[src/rtl/lsu_mem_ctrl_pkg.sv]
// Shared encodings for the LSU memory-side controller.
// The load extension helper is used by the lane/extract logic.
package lsu_mem_ctrl_pkg;

    localparam int LSU_ROB_ID_W = 4;
    localparam int LSU_TIMEOUT  = 1024;

    typedef enum logic [1:0] {
        LS_BYTE = 2'd0,
        LS_HALF = 2'd1,
        LS_WORD = 2'd2,
        LS_ILL  = 2'd3
    } ls_size_e;

    typedef enum logic [1:0] {
        EXC_OK       = 2'd0,
        EXC_MISALIGN = 2'd1,
        EXC_TIMEOUT  = 2'd2
    } ls_exc_e;

    typedef enum logic [1:0] {
        S_IDLE,
        S_ISSUE,
        S_WAIT,
        S_RESP
    } lsu_state_e;

    // w is already shifted so the addressed byte sits in [7:0]
    function automatic logic [31:0] ext_load(logic [31:0] w, ls_size_e size, logic uns);
        case (size)
            LS_BYTE: return uns ? {24'h0, w[7:0]}  : {{24{w[7]}}, w[7:0]};
            LS_HALF: return uns ? {16'h0, w[15:0]} : {{16{w[15]}}, w[15:0]};
            default: return w;
        endcase
    endfunction

endpackage

[src/rtl/lsu_mem_ctrl_if.sv]
// Request, result and data-memory port bundle of the LSU memory controller.
// slave = controller view; master = load/store buffer, CDB arbiter and memory side.
interface lsu_mem_ctrl_if #(
    parameter int ROB_ID_W = 4
);
    logic                req_valid_i;
    logic                req_ready_o;
    logic                req_is_store_i;
    logic [1:0]          req_size_i;
    logic                req_unsigned_i;
    logic [31:0]         req_addr_i;
    logic [31:0]         req_data_i;
    logic [ROB_ID_W-1:0] req_rob_id_i;

    logic                mem_req_o;
    logic                mem_we_o;
    logic [31:0]         mem_addr_o;
    logic [31:0]         mem_data_o;
    logic [3:0]          mem_sel_o;
    logic [31:0]         mem_data_i;
    logic                mem_valid_i;
    logic                mem_ready_i;

    logic                res_valid_o;
    logic [ROB_ID_W-1:0] res_rob_id_o;
    logic [31:0]         res_data_o;
    logic [1:0]          res_exc_o;

    modport slave (
        input  req_valid_i, req_is_store_i, req_size_i, req_unsigned_i,
               req_addr_i, req_data_i, req_rob_id_i,
               mem_data_i, mem_valid_i, mem_ready_i,
        output req_ready_o, mem_req_o, mem_we_o, mem_addr_o, mem_data_o, mem_sel_o,
               res_valid_o, res_rob_id_o, res_data_o, res_exc_o
    );

    modport master (
        output req_valid_i, req_is_store_i, req_size_i, req_unsigned_i,
               req_addr_i, req_data_i, req_rob_id_i,
               mem_data_i, mem_valid_i, mem_ready_i,
        input  req_ready_o, mem_req_o, mem_we_o, mem_addr_o, mem_data_o, mem_sel_o,
               res_valid_o, res_rob_id_o, res_data_o, res_exc_o
    );
endinterface

[src/rtl/lsu_mem_ctrl_align.sv]
// Byte-lane select, store shift, load extract/extend and misalign detect.
// Purely combinational: zero latency, no backpressure.
module lsu_mem_ctrl_align
    import lsu_mem_ctrl_pkg::*;
(
    input  logic [1:0]  offset,
    input  ls_size_e    size,
    input  logic        is_unsigned,
    input  logic [31:0] wdata,
    input  logic [31:0] rdata,
    output logic [3:0]  sel,
    output logic [31:0] wdata_lane,
    output logic [31:0] rdata_ext,
    output logic        misaligned
);
    logic [4:0] shamt;

    assign shamt      = {offset, 3'b000};
    assign wdata_lane = wdata << shamt;
    assign rdata_ext  = ext_load(rdata >> shamt, size, is_unsigned);

    always_comb begin
        sel        = 4'b0000;
        misaligned = 1'b0;
        case (size)
            LS_BYTE: sel = 4'b0001 << offset;
            LS_HALF: begin
                sel        = 4'b0011 << {offset[1], 1'b0};
                misaligned = offset[0];
            end
            LS_WORD: begin
                sel        = 4'b1111;
                misaligned = (offset != 2'b00);
            end
            default: misaligned = 1'b1;
        endcase
    end
endmodule

[src/rtl/lsu_mem_ctrl.sv]
// One-at-a-time load/store controller for the single data-memory port.
// Result 3 cycles after accept (load), 2 (store), 1 (misaligned); holds mem_req_o while mem_ready_i is low.
module lsu_mem_ctrl
    import lsu_mem_ctrl_pkg::*;
#(
    parameter int ROB_ID_W = LSU_ROB_ID_W,
    parameter int TIMEOUT  = LSU_TIMEOUT
) (
    input  logic          clk,
    input  logic          rst,
    input  logic          flush_i,
    lsu_mem_ctrl_if.slave bus
);
    localparam int CNT_W = $clog2(TIMEOUT + 1);

    lsu_state_e          state_q, state_d;
    logic [31:0]         addr_q, data_q, rdata_q, rdata_d;
    ls_size_e            size_q;
    logic                store_q, uns_q, killed_q, killed_d;
    logic [ROB_ID_W-1:0] rob_q;
    ls_exc_e             exc_q, exc_d;
    logic [CNT_W-1:0]    cnt_q, cnt_d;

    logic        idle, ready, accept, mem_req, res_valid;
    logic [1:0]  a_offset;
    ls_size_e    a_size;
    logic [3:0]  sel;
    logic [31:0] wdata_lane, rdata_ext;
    logic        misaligned;

    assign idle  = (state_q == S_IDLE);
    assign ready = idle && !rst;

    // In IDLE the aligner checks the incoming request; otherwise it works on the latched one
    assign a_offset = idle ? bus.req_addr_i[1:0] : addr_q[1:0];
    assign a_size   = idle ? ls_size_e'(bus.req_size_i) : size_q;

    lsu_mem_ctrl_align u_align (
        .offset      (a_offset),
        .size        (a_size),
        .is_unsigned (uns_q),
        .wdata       (data_q),
        .rdata       (bus.mem_data_i),
        .sel         (sel),
        .wdata_lane  (wdata_lane),
        .rdata_ext   (rdata_ext),
        .misaligned  (misaligned)
    );

    always_comb begin
        state_d  = state_q;
        exc_d    = exc_q;
        rdata_d  = rdata_q;
        cnt_d    = cnt_q;
        killed_d = killed_q;
        accept   = 1'b0;
        case (state_q)
            S_IDLE: begin
                if (bus.req_valid_i && ready && (bus.req_is_store_i || !flush_i)) begin
                    accept   = 1'b1;
                    killed_d = 1'b0;
                    cnt_d    = '0;
                    rdata_d  = '0;
                    exc_d    = misaligned ? EXC_MISALIGN : EXC_OK;
                    state_d  = misaligned ? S_RESP : S_ISSUE;
                end
            end
            S_ISSUE: begin
                if (bus.mem_ready_i) state_d = store_q ? S_RESP : S_WAIT;
            end
            S_WAIT: begin
                if (bus.mem_valid_i) begin
                    rdata_d = rdata_ext;
                    state_d = S_RESP;
                end else if (cnt_q == CNT_W'(TIMEOUT - 1)) begin
                    exc_d   = EXC_TIMEOUT;
                    state_d = S_RESP;
                end else begin
                    cnt_d = cnt_q + 1'b1;
                end
            end
            default: state_d = S_IDLE;
        endcase
        // Killed loads still finish the bus handshake; only the result is dropped
        if (flush_i && !store_q && !idle) killed_d = 1'b1;
    end

    always_ff @(posedge clk or posedge rst) begin
        if (rst) begin
            state_q  <= S_IDLE;
            exc_q    <= EXC_OK;
            rdata_q  <= '0;
            cnt_q    <= '0;
            killed_q <= 1'b0;
            addr_q   <= '0;
            size_q   <= LS_BYTE;
            data_q   <= '0;
            rob_q    <= '0;
            store_q  <= 1'b0;
            uns_q    <= 1'b0;
        end else begin
            state_q  <= state_d;
            exc_q    <= exc_d;
            rdata_q  <= rdata_d;
            cnt_q    <= cnt_d;
            killed_q <= killed_d;
            if (accept) begin
                addr_q  <= bus.req_addr_i;
                size_q  <= ls_size_e'(bus.req_size_i);
                data_q  <= bus.req_data_i;
                rob_q   <= bus.req_rob_id_i;
                store_q <= bus.req_is_store_i;
                uns_q   <= bus.req_unsigned_i;
            end
        end
    end

    assign mem_req   = (state_q == S_ISSUE) || (state_q == S_WAIT);
    assign res_valid = (state_q == S_RESP) && !killed_q && (store_q || !flush_i);

    assign bus.req_ready_o  = ready;
    assign bus.mem_req_o    = mem_req;
    assign bus.mem_we_o     = mem_req && store_q;
    assign bus.mem_addr_o   = mem_req ? {addr_q[31:2], 2'b00} : '0;
    assign bus.mem_sel_o    = mem_req ? sel : '0;
    assign bus.mem_data_o   = (mem_req && store_q) ? wdata_lane : '0;
    assign bus.res_valid_o  = res_valid;
    assign bus.res_rob_id_o = res_valid ? rob_q : '0;
    assign bus.res_data_o   = res_valid ? rdata_q : '0;
    assign bus.res_exc_o    = res_valid ? exc_q : EXC_OK;
endmodule

[src/flat_wrapper.sv]
// flat-port wrapper written by rule: the top's interface ports become plain ports
module lsu_mem_ctrl_flat import lsu_mem_ctrl_pkg::*;
#(
    parameter int ROB_ID_W = LSU_ROB_ID_W,
    parameter int TIMEOUT  = LSU_TIMEOUT
)
  (clk, rst, flush_i, bus_req_valid_i, bus_req_is_store_i, bus_req_size_i, bus_req_unsigned_i, bus_req_addr_i, bus_req_data_i, bus_req_rob_id_i, bus_mem_data_i, bus_mem_valid_i, bus_mem_ready_i, bus_req_ready_o, bus_mem_req_o, bus_mem_we_o, bus_mem_addr_o, bus_mem_data_o, bus_mem_sel_o, bus_res_valid_o, bus_res_rob_id_o, bus_res_data_o, bus_res_exc_o);
  lsu_mem_ctrl_if #(.ROB_ID_W(ROB_ID_W)) bus_i ();
  input  logic clk;
  input  logic rst;
  input  logic flush_i;
  input wire logic [$bits(bus_i.req_valid_i)-1:0] bus_req_valid_i;
  input wire logic [$bits(bus_i.req_is_store_i)-1:0] bus_req_is_store_i;
  input wire logic [$bits(bus_i.req_size_i)-1:0] bus_req_size_i;
  input wire logic [$bits(bus_i.req_unsigned_i)-1:0] bus_req_unsigned_i;
  input wire logic [$bits(bus_i.req_addr_i)-1:0] bus_req_addr_i;
  input wire logic [$bits(bus_i.req_data_i)-1:0] bus_req_data_i;
  input wire logic [$bits(bus_i.req_rob_id_i)-1:0] bus_req_rob_id_i;
  input wire logic [$bits(bus_i.mem_data_i)-1:0] bus_mem_data_i;
  input wire logic [$bits(bus_i.mem_valid_i)-1:0] bus_mem_valid_i;
  input wire logic [$bits(bus_i.mem_ready_i)-1:0] bus_mem_ready_i;
  output wire logic [$bits(bus_i.req_ready_o)-1:0] bus_req_ready_o;
  output wire logic [$bits(bus_i.mem_req_o)-1:0] bus_mem_req_o;
  output wire logic [$bits(bus_i.mem_we_o)-1:0] bus_mem_we_o;
  output wire logic [$bits(bus_i.mem_addr_o)-1:0] bus_mem_addr_o;
  output wire logic [$bits(bus_i.mem_data_o)-1:0] bus_mem_data_o;
  output wire logic [$bits(bus_i.mem_sel_o)-1:0] bus_mem_sel_o;
  output wire logic [$bits(bus_i.res_valid_o)-1:0] bus_res_valid_o;
  output wire logic [$bits(bus_i.res_rob_id_o)-1:0] bus_res_rob_id_o;
  output wire logic [$bits(bus_i.res_data_o)-1:0] bus_res_data_o;
  output wire logic [$bits(bus_i.res_exc_o)-1:0] bus_res_exc_o;
  assign bus_i.req_valid_i = bus_req_valid_i;
  assign bus_i.req_is_store_i = bus_req_is_store_i;
  assign bus_i.req_size_i = bus_req_size_i;
  assign bus_i.req_unsigned_i = bus_req_unsigned_i;
  assign bus_i.req_addr_i = bus_req_addr_i;
  assign bus_i.req_data_i = bus_req_data_i;
  assign bus_i.req_rob_id_i = bus_req_rob_id_i;
  assign bus_i.mem_data_i = bus_mem_data_i;
  assign bus_i.mem_valid_i = bus_mem_valid_i;
  assign bus_i.mem_ready_i = bus_mem_ready_i;
  assign bus_req_ready_o = bus_i.req_ready_o;
  assign bus_mem_req_o = bus_i.mem_req_o;
  assign bus_mem_we_o = bus_i.mem_we_o;
  assign bus_mem_addr_o = bus_i.mem_addr_o;
  assign bus_mem_data_o = bus_i.mem_data_o;
  assign bus_mem_sel_o = bus_i.mem_sel_o;
  assign bus_res_valid_o = bus_i.res_valid_o;
  assign bus_res_rob_id_o = bus_i.res_rob_id_o;
  assign bus_res_data_o = bus_i.res_data_o;
  assign bus_res_exc_o = bus_i.res_exc_o;
  lsu_mem_ctrl #(.ROB_ID_W(ROB_ID_W), .TIMEOUT(TIMEOUT)) u_core (.clk(clk), .rst(rst), .flush_i(flush_i), .bus(bus_i));
endmodule
[config.mk]
export PLATFORM = sky130hd
export DESIGN_NAME = lsu_mem_ctrl_flat
export DESIGN_NICKNAME = d
export VERILOG_FILES = /design/src/rtl/lsu_mem_ctrl_pkg.sv /design/src/rtl/lsu_mem_ctrl_if.sv /design/src/rtl/lsu_mem_ctrl_align.sv /design/src/rtl/lsu_mem_ctrl.sv /design/src/flat_wrapper.sv
export SDC_FILE = /design/constraint.sdc
export NUM_CORES = 1
export LEC_CHECK = 0
export CAP_MARGIN = 20
export CORE_MARGIN = 2
export CORE_UTILIZATION = 32
export DETAILED_ROUTE_END_ITERATION = 8
export PLACE_DENSITY = 0.66
export SLEW_MARGIN = 20
export SYNTH_ARGS = -nofsm -noshare
export SYNTH_HDL_FRONTEND = slang
export SYNTH_SLANG_ARGS = --single-unit
[constraint.sdc]
create_clock -name clk -period 8.7 [get_ports clk]
set_input_delay 1.74 -clock clk [delete_from_list [all_inputs] [get_ports clk]]
set_output_delay 1.74 -clock clk [all_outputs]
set_load 0.02 [all_outputs]
# Word-level counts from Yosys, hierarchy flattened
# Index checks and enable logic that the tools add are counted.
# word_totals
reg_bits	120
wordCells	93
# op_classes
eq_ne	13
n_reduce_logical	27
n_mux	37
n_addsub	1
n_shift	4
# ops
cell	n
$mux 32	7
$pmux 32 s2	2
$mux 11	3
$shl 32x5->32	1
$shr 32x5->32	1
$mux 2	11
$pmux 11 s2	1
$pmux 4 s3	1
$add 11x1->11 const B	1
$eq 11x10->1 const B	1
$ne 2x2->1 const B	5
$logic_and 1x1->1	8
$mux 4	2
$reduce_and 4->1	2
$reduce_bool 2->1	4
$mux 1	7
$eq 2x2->1 const B	3
$pmux 2 s3	1
$reduce_and 3->1	2
$logic_not 1->1	5
$eq 2x1->1 const B	2
$logic_not 2->1	2
$pmux 2 s2	1
$shl 1x2->4 const A	1
6 further kinds	8

# Logic depth before layout (Yosys ltp)
# Gate-level depths: netlist (run 1).
# logic_depth
word_depth	7
mapped_depth	10
mapped_depth_nobuf	7

# Modules after synthesis
# Synthesis (run 1) repeated with hierarchy kept, for this count alone.
# hier_totals
hier_cells	756
area_unflattened_um2	7627.3
# modules_own_cells
mod	cells_per_inst	area_each_um2	n_inst
lsu_mem_ctrl	558	6346.1	1
lsu_mem_ctrl_align	198	1281.2	1

# Worst setup path before layout (run 1)
# No wires, ideal clock.
# synth_timing
path_type	input -> register
from	in rst
to	reg u_core.rdata_q[24]
t_arrival_ns	5.492
stages	5
n_path_buf	0
slack_ns	3.142
required_time_ns	8.633
cell_sequence	inv_1 -> a31o_2 -> nand3_1 -> a211oi_2 -> a221o_1
# synth_between
elab_chain_cells	6
# synth_lines
element	line	source
from (decl)	flat_wrapper.sv:10	input logic rst;
$logic_not 1->1	lsu_mem_ctrl.sv:32	assign ready = idle && !rst;
$logic_and 1x1->1	lsu_mem_ctrl.sv:32	
$logic_and 1x1->1 (2 in a row)	lsu_mem_ctrl.sv:59	if (bus.req_valid_i && ready && (bus.req_is_store_i || !flush_i)) begin
$ne 2x2->1 (no source line)	--	
$reduce_and 3->1 (no source line)	--	
to (signal assigned)	lsu_mem_ctrl.sv:104	rdata_q <= rdata_d;
to (decl)	lsu_mem_ctrl.sv:17	logic [31:0] addr_q, data_q, rdata_q, rdata_d;
# Every way passes these cells.
# A chain may end at the register's enable or synchronous reset.

# Worst setup path in the final report (run 1)
# layout_timing
from	in bus_req_addr_i[1]
to	out bus_mem_data_o[24]
# layout_between
elab_chain_cells	3
# layout_lines
element	line	source
from (decl)	flat_wrapper.sv:16	input wire logic [$bits(bus_i.req_addr_i)-1:0] bus_req_addr_i;
$mux 2	lsu_mem_ctrl.sv:35	assign a_offset = idle ? bus.req_addr_i[1:0] : addr_q[1:0];
$shl 32x5->32	lsu_mem_ctrl_align.sv:19	assign wdata_lane = wdata << shamt;
$mux 32	lsu_mem_ctrl.sv:126	assign bus.mem_data_o = (mem_req && store_q) ? wdata_lane : '0;
to (decl)	flat_wrapper.sv:26	output wire logic [$bits(bus_i.mem_data_o)-1:0] bus_mem_data_o;
# Every way passes these cells.

==> run_results.csv, run 1 <==
group,metric,value,unit
floorplanning,die_w,148,um
global_route,first_global_vias,5733,
worst_setup_path,end_kind,"output port",
global_route,grt_max_degree,78,
worst_setup_path,slowest_stage,"mux2_2",
sta,fin_crit,6.16,ns
min_path,min_path_type,"flip-flop to flip-flop",
clock_tree,root_buffer,"clkbuf_16",
floorplanning,io_pins,220,
finish,insertedDiodeCount,0,
routing,drtPass1Iterations,5,
yosys,avgSynthCellArea,9.85,um^2
yosys,ys_types,60,
power_and_ir_drop,p_per_area,368,nW/um^2
yosys,synth_commonest_cells,"nand2_1, dfrtp_1, mux2_2, and2_1, nor2_1",
global_route,grt_usage,18.4,%
yosys,synthMostInstantiatedCell,"nand2_1",
floorplanning,core_area,20300,um^2
clock_tree,cts-buffers-inserted,17,
place,io_buffers,217,
global_route,grt_pass1_wl,31700,um
worst_setup_path,cp_num_buf_inv,2,
yosys,syn-instance-count,674,
yosys,ys.flop_type,"dfrtp_1",
worst_setup_path,required,6.96,ns
worst_setup_path,cp_max_fo,36,
finish,utilization,47.7,%
power_and_ir_drop,switchingPower,1.48,mW
yosys,syn_area,6640,um^2
finish,nFillCells,1932,
sta,fmax,162,MHz
power_and_ir_drop,pwr-share-comb,52.9,%
place,globalplace.congestion,0.849,
clock_tree,numClockSinks,120,
clock_tree,postCtsSetupRepairBufs,0,
clock_tree,clk_pin_slew,0.06,ns
power_and_ir_drop,fin_total_pwr,3.56,mW
floorplanning,die_h,148,um
worst_setup_path,cpLargestDelayFamily,"buffers and inverters",
routing,drt_iter0_drc,305,
clock_tree,clk_latency,0.41,ns
routing,antenna_left,0,
worst_setup_path,cp.arrival,4.42,ns
finish,drive_gt1_share,15.0,%
worst_setup_path,cp-start-kind,"input port",
power_and_ir_drop,p_sw_share,41.6,%
worst_setup_path,worstSetupPathType,"input port to output port",
place,pre_cts_slack,2.36,ns
floorplanning,initial_core_util,32.7,%
worst_setup_path,path_cells,"clkdlybuf4s50_1, mux2_2, nand2_1, nand2_1, nor2_1, a311oi_1, clkdlybuf4s50_1",
worst_setup_path,critPathMaxStageDelay,0.73,ns
routing,drt-total-wl,20200,um
routing,drc,0,
sta,period_share,70.9,%
floorplanning,rows,52,
power_and_ir_drop,clock_power_share,20.1,%
run_status,status,"finished, final reports clean",
floorplanning,die_area,21900,um^2
flow_run,maxCapViolCount,0,
global_route,antenna_found_initial,0,
yosys,yosys-top-cells-area,"dfrtp_1, mux2_2, nand2_1",
sta,final_hold_viol_count,0,
yosys,synth_edf_count,0,
routing,dr_total_vias,5877,
finish,design_area,9680,um^2
routing,avgViaCountPerCell,5.06,
sta,max_slew.worst_pin.slew,1.04,ns
yosys,ys_warn_count,0,
place,dpl_cell_area,9050,um^2
power_and_ir_drop,p_seq_share,26.9,%
yosys,synth_top_area_share,45.2,%
global_route,grt_overflow_total,0,
finish,area_growth,45.9,%
clock_tree,h-tree-depth,4,
clock_tree,post_cts_resized,0,
sta,drv_slew,0,
sta,tns,0,ns
sta,finalSetupViolCount,0,
power_and_ir_drop,p_leak,4.04,nW
clock_tree,cts_tree,"built",
sta,timing.final.ws_setup,2.54,ns
yosys,ys_seq_area_share,45.2,%
sta,rsz0062_at_grt,"false",
yosys,ys_ff_latch,120,
yosys,async_flop_share,100,%
finish,nets,994,
clock_tree,cts.hold.buffers_added,0,
power_and_ir_drop,ir_worst_vdd,0.178,mV
sta,fin_skew,0.00620,ns
power_and_ir_drop,power.internal,2.08,mW
sta,maxSlewHeadroom,30.3,%
clock_tree,cts_max_path_buffers,2,
yosys,synth_largest_area_cell,"dfrtp_1",
routing,wl_per_cell,17.4,um
place,dpl.hpwl,14300,um
power groups by stage:
| stage | registers, mW | logic, mW | clock network [mW] |
|---|---|---|---|
| floorplan | 0.903 | 1.22 | 0 |
| global placement | 0.962 | 1.84 | 0 |
| detailed placement | 0.970 | 1.87 | 0 |
| CTS | 0.961 | 1.88 | 0.732 |
| global route | 0.992 | 2.05 | 0.761 |
| finish | 0.959 | 1.88 | 0.718 |
cell usage in the layout (no fill, tap or decap), drive strengths merged, types with 9 or more instances in the layout:
master	count
mux2	73
and2	69
clkbuf	19
dfrtp	120
a21oi	23
nor2	34
nand2	129
mux2i	13
o211ai	9
and3	15
clkdlybuf4s50	217
inv	15
o21ai	24
metal layers:
metal | vias up | share of wire (%) | global-route usage (%)
met5 | - | 0 | 0
met4 | 0 | 1.7 | 5.67
met3 | 24 | 8.7 | 5.77
met2 | 251 | 44 | 28.0
met1 | 2814 | 45 | 25.1
li1 | 2788 | - | -
logic make-up (layout without fill, tap and decap cells):
group                    Yosys count  in the layout  synth area share (%)
AO/OA/AOI/OAI                    125            125                  14.2
XOR/XNOR                           8              8                  1.06
adder cells (fa/ha/maj)            6              6                  1.13
buffers and inverters             53            269                  3.53
flip-flops                       120            120                  45.2
multiplexers                      86             86                  14.7
other                              1              2                0.0565
AND/OR/NAND/NOR                  275            275                  20.1
path summary, 6_finish.rpt:
| check | start | end | slack, ns | cells after the start |
|---|---|---|---|---|
| max | bus_req_addr_i[1] | bus_mem_data_o[24] | 2.54 | 7 |
| min | u_core.rdata_q[6]$_DFFE_PP0P_ | u_core.rdata_q[6]$_DFFE_PP0P_ | 0.48 | 2 |
| max reg2reg | u_core.state_q[1]$_DFFE_PP0P_ | u_core.rdata_q[22]$_DFFE_PP0P_ | 5.30 | 9 |
| min reg2reg | u_core.rdata_q[6]$_DFFE_PP0P_ | u_core.rdata_q[6]$_DFFE_PP0P_ | 0.48 | 2 |
| max in group asynchronous | rst | u_core.size_q[1]$_DFFE_PP0P_ | 5.70 | 3 |
| min in group asynchronous | rst | u_core.cnt_q[7]$_DFFE_PP0P_ | 1.84 | 2 |
sequential cells by signal (all words and copies together), names as in the netlist:
signal           cells
u_core.store_q       1
u_core.rdata_q      32
u_core.exc_q         2
u_core.uns_q         1
u_core.addr_q       32
u_core.data_q       32
u_core.cnt_q        11
u_core.size_q        2
u_core.rob_q         4
u_core.state_q       2
u_core.killed_q      1
final cells by class:
| cell class | instances | area (um^2) | share of cell area (%) |
|---|---|---|---|
| Multi-Input combinational cell | 502 | 3430 | 35.4 |
| Sequential cell | 120 | 3000 | 31.0 |
| Timing Repair Buffer | 224 | 2260 | 23.4 |
| Clock buffer | 19 | 453 | 4.68 |
| Tap cell | 270 | 338 | 3.49 |
| Clock inverter | 13 | 145 | 1.50 |
| Inverter | 13 | 53.8 | 0.556 |
worst reg2reg max path, stage by stage (launching register included):
cell	delay, ns
dfrtp_1	0.44
inv_1	0.10
ha_1	0.32
buf_4	0.30
mux2i_4	0.59
buf_16	0.23
mux2i_1	0.36
nor4_2	0.11
o31ai_2	0.61
o211ai_1	0.19
metrics by stage:
stage               hold slack (ns)  std cells
floorplan                     0.443        675
global placement              0.464       1127
detailed placement            0.474       1128
CTS                           0.487       1160
global route                  0.509       1161
finish                        0.477       1161
No activity file was read; power rests on OpenSTA's default activity.
==> inputs of run 2 (changes only) <==
clock period = 6.2 ns   (was 8.7 ns; I/O delays follow)
==> run 2 against run 1 <==
  * Worst setup slack got worse by 1.5 ns
  * Worst hold slack got worse by 0.0034 ns
  * Sequential share of layout area increased by 0.28 points
  * First-iteration DRC count increased by 4.3%
  * Critical path depth unchanged
  * Via count decreased by 1.2%
  * Die area unchanged
  * Count of clock-buffer cells in the layout decreased by 1
  * Utilization decreased by 0.43 points
  * Register-to-register slack got worse by 2.9 ns
==> run_results.csv, run 2 (synthesized netlist as in run 1, its figures left out) <==
group,metric,value,unit
worst_setup_path,cp-start-kind,"input port",
worst_setup_path,cp_max_fo,36,
clock_tree,post_cts_resized,0,
floorplanning,rows,52,
clock_tree,cts_tree,"built",
global_route,first_global_vias,5820,
power_and_ir_drop,pwr-share-comb,53.6,%
power_and_ir_drop,ir_worst_vdd,0.259,mV
global_route,grt_max_degree,63,
power_and_ir_drop,switchingPower,2.08,mW
sta,period_share,82.7,%
clock_tree,clk_latency,0.41,ns
sta,max_slew.worst_pin.slew,0.982,ns
routing,antenna_left,0,
finish,nFillCells,1943,
finish,utilization,47.3,%
worst_setup_path,cpLargestDelayFamily,"buffers and inverters",
run_status,status,"finished, final reports clean",
worst_setup_path,cp.arrival,3.89,ns
place,pre_cts_slack,1.10,ns
power_and_ir_drop,p_leak,4.00,nW
sta,fin_crit,5.13,ns
global_route,antenna_found_initial,0,
power_and_ir_drop,p_seq_share,27.7,%
worst_setup_path,end_kind,"output port",
global_route,grt_usage,18.4,%
finish,mostFrequentLayoutCells,"clkdlybuf4s50_1, nand2_1, dfrtp_1",
sta,tns,0,ns
worst_setup_path,critPathMaxStageDelay,0.74,ns
place,placed_cells,1131,
clock_tree,postCtsSetupRepairBufs,0,
place,io_buffers,217,
floorplanning,core_area,20300,um^2
floorplanning,initial_core_util,32.7,%
clock_tree,root_buffer,"clkbuf_16",
sta,timing.final.ws_setup,1.07,ns
finish,finalNonFillerCells,1163,
finish,drive_gt1_share,15.0,%
routing,wl_per_cell,17.4,um
sta,fmax,195,MHz
clock_tree,cts.hold.buffers_added,0,
global_route,grt_pass1_wl,31700,um
clock_tree,clk_pin_slew,0.06,ns
global_route,grt_overflow_total,0,
floorplanning,die_h,148,um
sta,fin_skew,0.00735,ns
routing,drc,0,
flow_run,maxCapViolCount,0,
power_and_ir_drop,p_sw_share,42.6,%
finish,nets,996,
clock_tree,cts_max_path_buffers,2,
place,dpl_cell_area,9060,um^2
sta,whs,0.474,ns
place,dpl.hpwl,14300,um
clock_tree,cts-buffers-inserted,17,
sta,final_hold_viol_count,0,
routing,drtPass1Iterations,5,
routing,avgViaCountPerCell,4.99,
clock_tree,numClockSinks,120,
worst_setup_path,slowest_stage,"mux2_2",
worst_setup_path,required,4.96,ns
sta,finalSetupViolCount,0,
clock_tree,h-tree-depth,4,
floorplanning,die_area,21900,um^2
worst_setup_path,worstSetupPathType,"input port to output port",
power_and_ir_drop,clock_power_share,18.6,%
worst_setup_path,rrSetupSlack,2.42,ns
floorplanning,die_w,148,um
finish,top_regs,"u_core.addr_q (32), u_core.data_q (32), u_core.rdata_q (32)",
routing,drt_iter0_drc,318,
finish,final_common_cell,"clkdlybuf4s50_1",
sta,drv_slew,0,
routing,drt-total-wl,20200,um
worst_setup_path,path_cells,"clkdlybuf4s50_1, mux2_2, nand2_1, nand2_1, nor2_1, a311oi_1, clkdlybuf4s50_1",
power_and_ir_drop,p_per_area,508,nW/um^2
finish,design_area,9600,um^2
routing,dr_total_vias,5804,
min_path,min_path_type,"flip-flop to flip-flop",
power_and_ir_drop,fin_total_pwr,4.87,mW
floorplanning,io_pins,220,
finish,area_growth,44.6,%
sta,rsz0062_at_grt,"false",
sta,maxSlewHeadroom,34.5,%
worst_setup_path,cp_num_buf_inv,2,
place,globalplace.congestion,0.848,
finish,insertedDiodeCount,0,
power_and_ir_drop,power.internal,2.79,mW
## run 2: cell types whose count changed in the layout (fill, tap and decap cells not counted), moves of 2 or more
cell,before,now
buf_4,5,9
buf_16,2,0
bufinv_16,2,0
clkinv_2,2,4
clkinvlp_4,3,5
## run 2: cell type report
class	count	area, um^2	share of cell area [%]
Sequential cell	120	3000	31.3
Clock buffer	18	439	4.58
Clock inverter	14	101	1.06
Inverter	13	51.3	0.535
Timing Repair Buffer	226	2240	23.3
Multi-Input combinational cell	502	3420	35.7
Tap cell	270	338	3.52
## run 2: final timing paths
| check | to | depth (start not counted) | start |
|---|---|---|---|
| worst max-delay path | bus_mem_data_o[27] | 7 | bus_req_addr_i[1] |
| worst min-delay path | u_core.rdata_q[4]$_DFFE_PP0P_ | 2 | u_core.rdata_q[4]$_DFFE_PP0P_ |
| worst max register to register | u_core.rdata_q[21]$_DFFE_PP0P_ | 8 | u_core.state_q[0]$_DFFE_PP0P_ |
| worst min register to register | u_core.rdata_q[4]$_DFFE_PP0P_ | 2 | u_core.rdata_q[4]$_DFFE_PP0P_ |
| max in group asynchronous | u_core.rob_q[3]$_DFFE_PP0P_ | 3 | rst |
| min in group asynchronous | u_core.addr_q[2]$_DFFE_PP0P_ | 2 | rst |
## run 2: layer usage
layer | part of all wire (%) | global-route usage [%] | up-vias
li1 | - | - | 2787
met1 | 45 | 24.4 | 2798
met2 | 45 | 28.8 | 204
met3 | 8.4 | 6.17 | 15
met4 | 1.2 | 4.90 | 0
met5 | 0 | 0 | -
## run 2: worst min-delay path: stages, from the launching register on
cell and delay (ns):
dfrtp_1 0.33, nand2_1 0.05, o21ai_1 0.06
## run 2: power by group through the flow
stage | registers [mW] | clock network (mW) | logic, mW
2_1_floorplan | 1.27 | 0 | 1.71
6_report | 1.35 | 0.908 | 2.61
3_3_place_gp | 1.35 | 0 | 2.60
5_1_grt | 1.39 | 0.971 | 2.83
3_5_place_dp | 1.36 | 0 | 2.61
4_1_cts | 1.35 | 0.932 | 2.63
==> inputs of run 3 (changes only) <==
PLACE_DENSITY = 0.69   (was 0.66)
clock period = 4.25 ns   (was 6.2 ns; I/O delays follow)
==> run 3 against run 2 <==
  * Sequential power increased by 45%
  * Clock skew increased by 0.0052 ns
  * Die area is the same
  * Power is 51% higher
  * Combinational power rose by 51%
  * Critical path depth increased by 1
  * Final cell count increased by 0.77%
  * Flip-flop and latch count unchanged
  * Worst hold slack improved by 0.0076 ns
  * Critical endpoint is now bus_mem_data_o[31]
==> run_results.csv, run 3 (synthesized netlist as in run 1, its figures left out) <==
group,metric,value,unit
clock_tree,post_cts_resized,0,
floorplanning,rows,52,
sta,fmax,245,MHz
floorplanning,io_pins,220,
routing,drt_iter0_drc,487,
sta,maxSlewHeadroom,42.4,%
sta,fin_skew,0.0125,ns
finish,insertedDiodeCount,0,
place,globalplace.congestion,0.868,
sta,period_share,96.0,%
place,io_buffers,217,
global_route,use_met1,24.1,%
finish,mostFrequentLayoutCells,"clkdlybuf4s50_1, nand2_1, dfrtp_1",
clock_tree,clk_pin_slew,0.06,ns
sta,max_slew.worst_pin.slew,0.855,ns
finish,nets,1005,
global_route,grt_overflow_total,0,
flow_run,maxCapViolCount,0,
power_and_ir_drop,p_leak,4.09,nW
finish,area_growth,47.0,%
routing,antenna_left,0,
routing,avgViaCountPerCell,5.09,
global_route,grt_util_met3,6.17,%
routing,drc,0,
power_and_ir_drop,p_per_area,753,nW/um^2
sta,fin_crit,4.08,ns
finish,final_common_cell,"clkdlybuf4s50_1",
global_route,top_usage_layer,"met2",
sta,finalSetupViolCount,0,
finish,top_regs,"u_core.addr_q (32), u_core.data_q (32), u_core.rdata_q (32)",
clock_tree,clk_latency,0.42,ns
floorplanning,die_w,148,um
power_and_ir_drop,fin_total_pwr,7.35,mW
worst_setup_path,cp_max_fo,18,
min_path,min_path_type,"flip-flop to flip-flop",
place,dpl.hpwl,14400,um
clock_tree,cts-buffers-inserted,17,
clock_tree,cts_tree,"built",
floorplanning,die_area,21900,um^2
floorplanning,die_h,148,um
global_route,antenna_found_initial,0,
power_and_ir_drop,ir_worst_vdd,0.401,mV
finish,nFillCells,1922,
clock_tree,numClockSinks,120,
sta,final_hold_viol_count,0,
routing,drtPass1Iterations,7,
floorplanning,core_area,20300,um^2
routing,dr_total_vias,5965,
global_route,first_global_vias,6016,
routing,drt-total-wl,20400,um
sta,tns,0,ns
finish,drive_gt1_share,15.9,%
clock_tree,postCtsSetupRepairBufs,0,
routing,wl_per_cell,17.4,um
worst_setup_path,end_kind,"output port",
worst_setup_path,cp.arrival,3.23,ns
worst_setup_path,cp-start-kind,"input port",
finish,utilization,48.1,%
global_route,grt_max_degree,121,
clock_tree,cts_max_path_buffers,2,
global_route,grt_pass1_wl,31900,um
worst_setup_path,worstSetupPathType,"input port to output port",
global_route,grt_usage,18.6,%
sta,drv_slew,0,
clock_tree,root_buffer,"clkbuf_16",
run_status,status,"finished, final reports clean",
sta,rsz0062_at_grt,"false",
global_route,met2_usage,29.4,%
clock_tree,cts.hold.buffers_added,0,
worst_setup_path,required,3.40,ns
clock_tree,h-tree-depth,4,
floorplanning,initial_core_util,32.7,%
## run 3: cell types whose count changed in the layout (fill, tap and decap cells not counted), sizes merged
cell / change
clkinv: +2
clkinvlp: -4
inv: +1
bufinv: +2
buf: +9
clkbuf: -1
## run 3: path summary, 6_finish.rpt
check	end	cells after the start	startpoint	slack (ns)
max	bus_mem_data_o[31]	8	bus_req_addr_i[1]	0.17
min	u_core.killed_q$_DFFE_PP0P_	2	u_core.killed_q$_DFFE_PP0P_	0.48
max reg2reg	u_core.rdata_q[31]$_DFFE_PP0P_	8	u_core.state_q[0]$_DFFE_PP0P_	1.37
min reg2reg	u_core.killed_q$_DFFE_PP0P_	2	u_core.killed_q$_DFFE_PP0P_	0.48
max in group asynchronous	u_core.rdata_q[10]$_DFFE_PP0P_	3	rst	2.71
min in group asynchronous	u_core.cnt_q[5]$_DFFE_PP0P_	3	rst	1.01
## run 3: routing by layer
layer	vias to the layer above	wire length, um	share of wire [%]
li1	2814	-	-
met1	2872	8790	43
met2	263	9330	46
met3	16	1950	9.6
met4	0	341	1.7
met5	-	0	0
## run 3: layout make-up
type | instances | area, um^2 | share of cell area [%]
sequential | 120 | 3000 | 30.8
multi-input combinational | 502 | 3420 | 35.1
clock inverter | 15 | 169 | 1.73
tap | 270 | 338 | 3.46
timing repair buffer | 235 | 2340 | 24.0
inverter | 13 | 52.6 | 0.539
clock buffer | 17 | 425 | 4.36
## run 3: through the flow
step	hold WS [ns]	area (um^2)	std cells	worst slack [ns]
floorplan	0.443	6640	675	0.401
global placement	0.462	9160	1140	0.170
detailed placement	0.472	9160	1140	0.160
CTS	0.486	9760	1172	0.149
global route	0.509	9760	1172	0.0191
finish	0.482	9760	1172	0.169
## run 3: power by group
| group | switching [mW] | internal, mW |
|---|---|---|
| logic | 2.16 | 1.77 |
| clock network | 0.574 | 0.877 |
| registers | 0.337 | 1.62 |
| total | 3.08 | 4.27 |
## run 3: worst max-delay path, stage by stage
cell	delay, ns
clkdlybuf4s50_1	0.62
mux2_2	0.47
buf_4	0.19
nand2_1	0.04
nand2_1	0.09
nor2_1	0.04
a311oi_1	0.26
clkdlybuf4s50_1	0.65
==> edit 1, RTL diff (config.mk and constraints of run 3) <==
Make the reset (`rst`) synchronous in one clocked block.
--- a/src/rtl/lsu_mem_ctrl.sv
+++ b/src/rtl/lsu_mem_ctrl.sv
@@ -86,5 +86,5 @@
     end
 
-    always_ff @(posedge clk or posedge rst) begin
+    always_ff @(posedge clk) begin
         if (rst) begin
             state_q  <= S_IDLE;
Behaviour: differs if rst is asserted again (counterexample within 4 cycles, from zero or initial values and one cycle with rst high); with rst held inactive, the same outputs for 4 cycles.
==> edit 1 against run 3 <==
Via count increased by 8.7%. Design area down 5.6%. Synthesized area fell by 6.0%. Sequential cell count stayed put. Setup slack gained 0.14 ns. First-iteration DRC count is 6.0% lower. Count of clock-buffer cells in the layout grew 6. Global-route usage rose by 1.2 points. Routed wire length is 0.42% higher. Critical endpoint is now bus_mem_data_o[26]. Largest cell class unchanged.
Power is not compared: it rests on default switching activity, and its combinational part moved more than twofold at a synthesized area within 25%.
==> edit 1: results <==
[critical_path]
crit_path_end = bus_mem_data_o[26]
critPathArrivalTime_ns = 3.09
r2r-end = u_core.rdata_q[30]$_SDFFE_PP0P_
r2r_cells = 9
crit_start = bus_req_addr_i[0]
worstPathMaxFanout = 56

[layout]
nNonClkBuffers = 232
multi_input_area_share = 0.3842
final_nets = 1134
sh_seq_area = 0.2608
drive_gt1_frac = 0.06511
bufAreaShareNonClock = 0.2508
inverters = 10
clkCellAreaFrac = 0.06412
clkbuf_count = 23

[yosys]
synthTopCellsByCount = nand2_1, dfxtp_1, nand3_1, and2_1, a21oi_1
synth-xor-area-share = 0.01264
async_reset_ff_frac = 0
synthMuxAreaShare = 0.03591
synth-compound-area-share = 0.1523
synthDistinctLibCells = 58
synth-adder-area-share = 0.01204
synthTopCellsByArea = dfxtp_1, nand2_1, nand3_1, and2_1, a21oi_1

[placed_design]
place.detailed.hpwl_um = 14200
globalplace.congestion = 0.8400
place_worst_setup_slack_ns = 0.3308

[grt]
grt_use_met2 = 0.3268
grtUsageMet1 = 0.2477
grt.total_usage = 0.1981
met3_usage = 0.06098
grt_max_degree = 73
grt_pass1_vias = 6136
grt_pass1_wl_um = 32270

[timing]
fmax_ghz = 0.2539
clock_skew_ns = 0.006879
whs_ns = 0.4467

[route]
drt-total-wl_um = 20500
wl_met3_um = 1610
drtIter0Drc = 458
post_drt_via_cell_ratio = 5.009
wl_met2_um = 9618
met1_length_um = 8904

[status]
status = complete, no violations

[clocking]
ctsResizeCount = 1

[hold_path]
holdPathEnd = u_core.rob_q[2]$_SDFFE_PP0P_
min_from = u_core.rob_q[2]$_SDFFE_PP0P_
[edit 1: changes by cell type in the layout (fill, tap and decap cells not counted), moves of 6 or more]
| cell | run 3 | this run |
|---|---|---|
| a21oi_1 | 23 | 40 |
| a2bb2oi_1 | 0 | 8 |
| a311o_1 | 7 | 0 |
| clkinv_4 | 6 | 0 |
| dfrtp_1 | 120 | 0 |
| dfxtp_1 | 0 | 120 |
| mux2_2 | 72 | 2 |
| nand2_1 | 129 | 238 |
| nand3_1 | 7 | 86 |
| o211ai_1 | 9 | 1 |
| o21ai_0 | 8 | 16 |
| o21ai_1 | 16 | 1 |
| o2bb2ai_1 | 0 | 8 |
[edit 1: metrics by stage]
stage,cells,instance area [sq um],util,total power [uW]
after floorplan,830,6240,-,2228
after global placement,1264,8607,0.4466,2695
after detailed placement,1264,8607,0.4466,2700
after CTS,1294,9200,0.4774,4162
after global routing,1294,9210,0.4779,4369
final,1294,9210,0.4779,4142
==> edit 2, RTL diff (settings of run 3) <==
Made on the original files. `LSU_ROB_ID_W`: 4 -> 5.
--- a/src/rtl/lsu_mem_ctrl_pkg.sv
+++ b/src/rtl/lsu_mem_ctrl_pkg.sv
@@ -3,5 +3,5 @@
 package lsu_mem_ctrl_pkg;
 
-    localparam int LSU_ROB_ID_W = 4;
+    localparam int LSU_ROB_ID_W = 5;
     localparam int LSU_TIMEOUT  = 1024;
 
Interface: changed (resized bus_req_rob_id_i and bus_res_rob_id_o); port bits go from 220 to 222. No check against the original RTL was run, so the function may have changed too.
==> edit 2 against run 3 <==
Routed wire length rose by 0.58%. Setup slack better by 0.11 ns. Total power grew 0.62%. Synthesized area increased by 0.72%. Design area up 0.38%. First-iteration DRC count shrank 22%. Clock power rose by 3%. Sequential cell count increased by 1. Largest cell class unchanged. Highest routed layer unchanged.
==> edit 2: results <==
[layout]
fin_cells = 1176
final_nets = 1010

[placed_design]
placed_area_sq_um = 9179
place_inst = 1144

[route]
post_drt_via_cell_ratio = 5.055
drtIter0Drc = 379
first_pass_iters = 5
wl_per_cell_um = 17.46
wl_met2_um = 9383
wl_met3_um = 1756

[yosys]
synthDistinctLibCells = 62
synthTopCellsByArea = dfrtp_1, mux2_2, nand2_1, and2_1, nor2_1
ys_seq_area_frac = 0.4530
synthTopCellsByCount = nand2_1, dfrtp_1, mux2_2, and2_1, nor2_1
synthCells = 677

[timing]
whs_ns = 0.4796
worst_slew_pin_slew_ns = 0.9464
clock_skew_ns = 0.008811

[critical_path]
critPathArrivalTime_ns = 3.12
worstPathMaxFanout = 21
r2r-end = u_core.rdata_q[11]$_DFFE_PP0P_

[grt]
grtUsageMet1 = 0.2500
grt.total_usage = 0.1862
grt_pass1_vias = 5862
grt_max_degree = 73

[hold_path]
min_from = u_core.rdata_q[12]$_DFFE_PP0P_
holdPathEnd = u_core.rdata_q[12]$_DFFE_PP0P_

[pwr]
p_leak_uw = 0.004106

[status]
status = complete, no violations
## edit 2: changes by cell type after synthesis, moves of 2 or more
cell,run 3,this run
buf_1,7,1
a2111oi_2,4,2
clkbuf_1,14,22
o21ai_0,8,10
mux2i_2,2,0
a31o_1,0,2
buf_2,16,14
a2111oi_0,0,2
a211oi_1,7,5
xnor2_1,8,6
## edit 2: cells by family (layout without fill, tap and decap cells)
group,after synthesis,count (layout),share of synthesized area
AOI/OAI and AO/OA,127,127,0.1434
xor gates and xnor gates,6,6,0.007862
adders and majority gates,6,6,0.01123
buffers and inverters,55,283,0.03632
DFF,121,121,0.4530
muxes,87,87,0.1484
other,1,2,0.0005610
and+or+nand+nor,274,274,0.1992
## edit 2: where the power goes
group	internal (uW)	total, uW	switching, uW
logic	1760	3900	2140
registers	1650	2000	348
clock network	956	1500	544
total	4370	7400	3030
## edit 2: how the worst max path moves through the flow
stage,start,to,slack (ns),cells past startpoint
2_1_floorplan,rst,u_core.rdata_q[24]$_DFFE_PP0P_,0.38,5
3_3_place_gp,bus_req_addr_i[1],bus_mem_data_o[2],0.20,5
3_5_place_dp,bus_req_addr_i[1],bus_mem_data_o[2],0.18,5
4_1_cts,u_core.state_q[0]$_DFFE_PP0P_,bus_mem_data_o[2],0.08,6
5_1_grt,u_core.state_q[0]$_DFFE_PP0P_,bus_mem_sel_o[1],0.09,9
6_report,bus_req_addr_i[1],bus_mem_data_o[17],0.28,6
## edit 2: cell type report
type | count | area (sq um) | area share
tap | 270 | 337.8 | 0.03449
clock inverter | 10 | 142.6 | 0.01456
multi-input combinational | 502 | 3438 | 0.3510
timing repair buffer | 237 | 2327 | 0.2376
inverter | 14 | 56.30 | 0.005749
sequential | 121 | 3028 | 0.3091
clock buffer | 22 | 464.2 | 0.04739
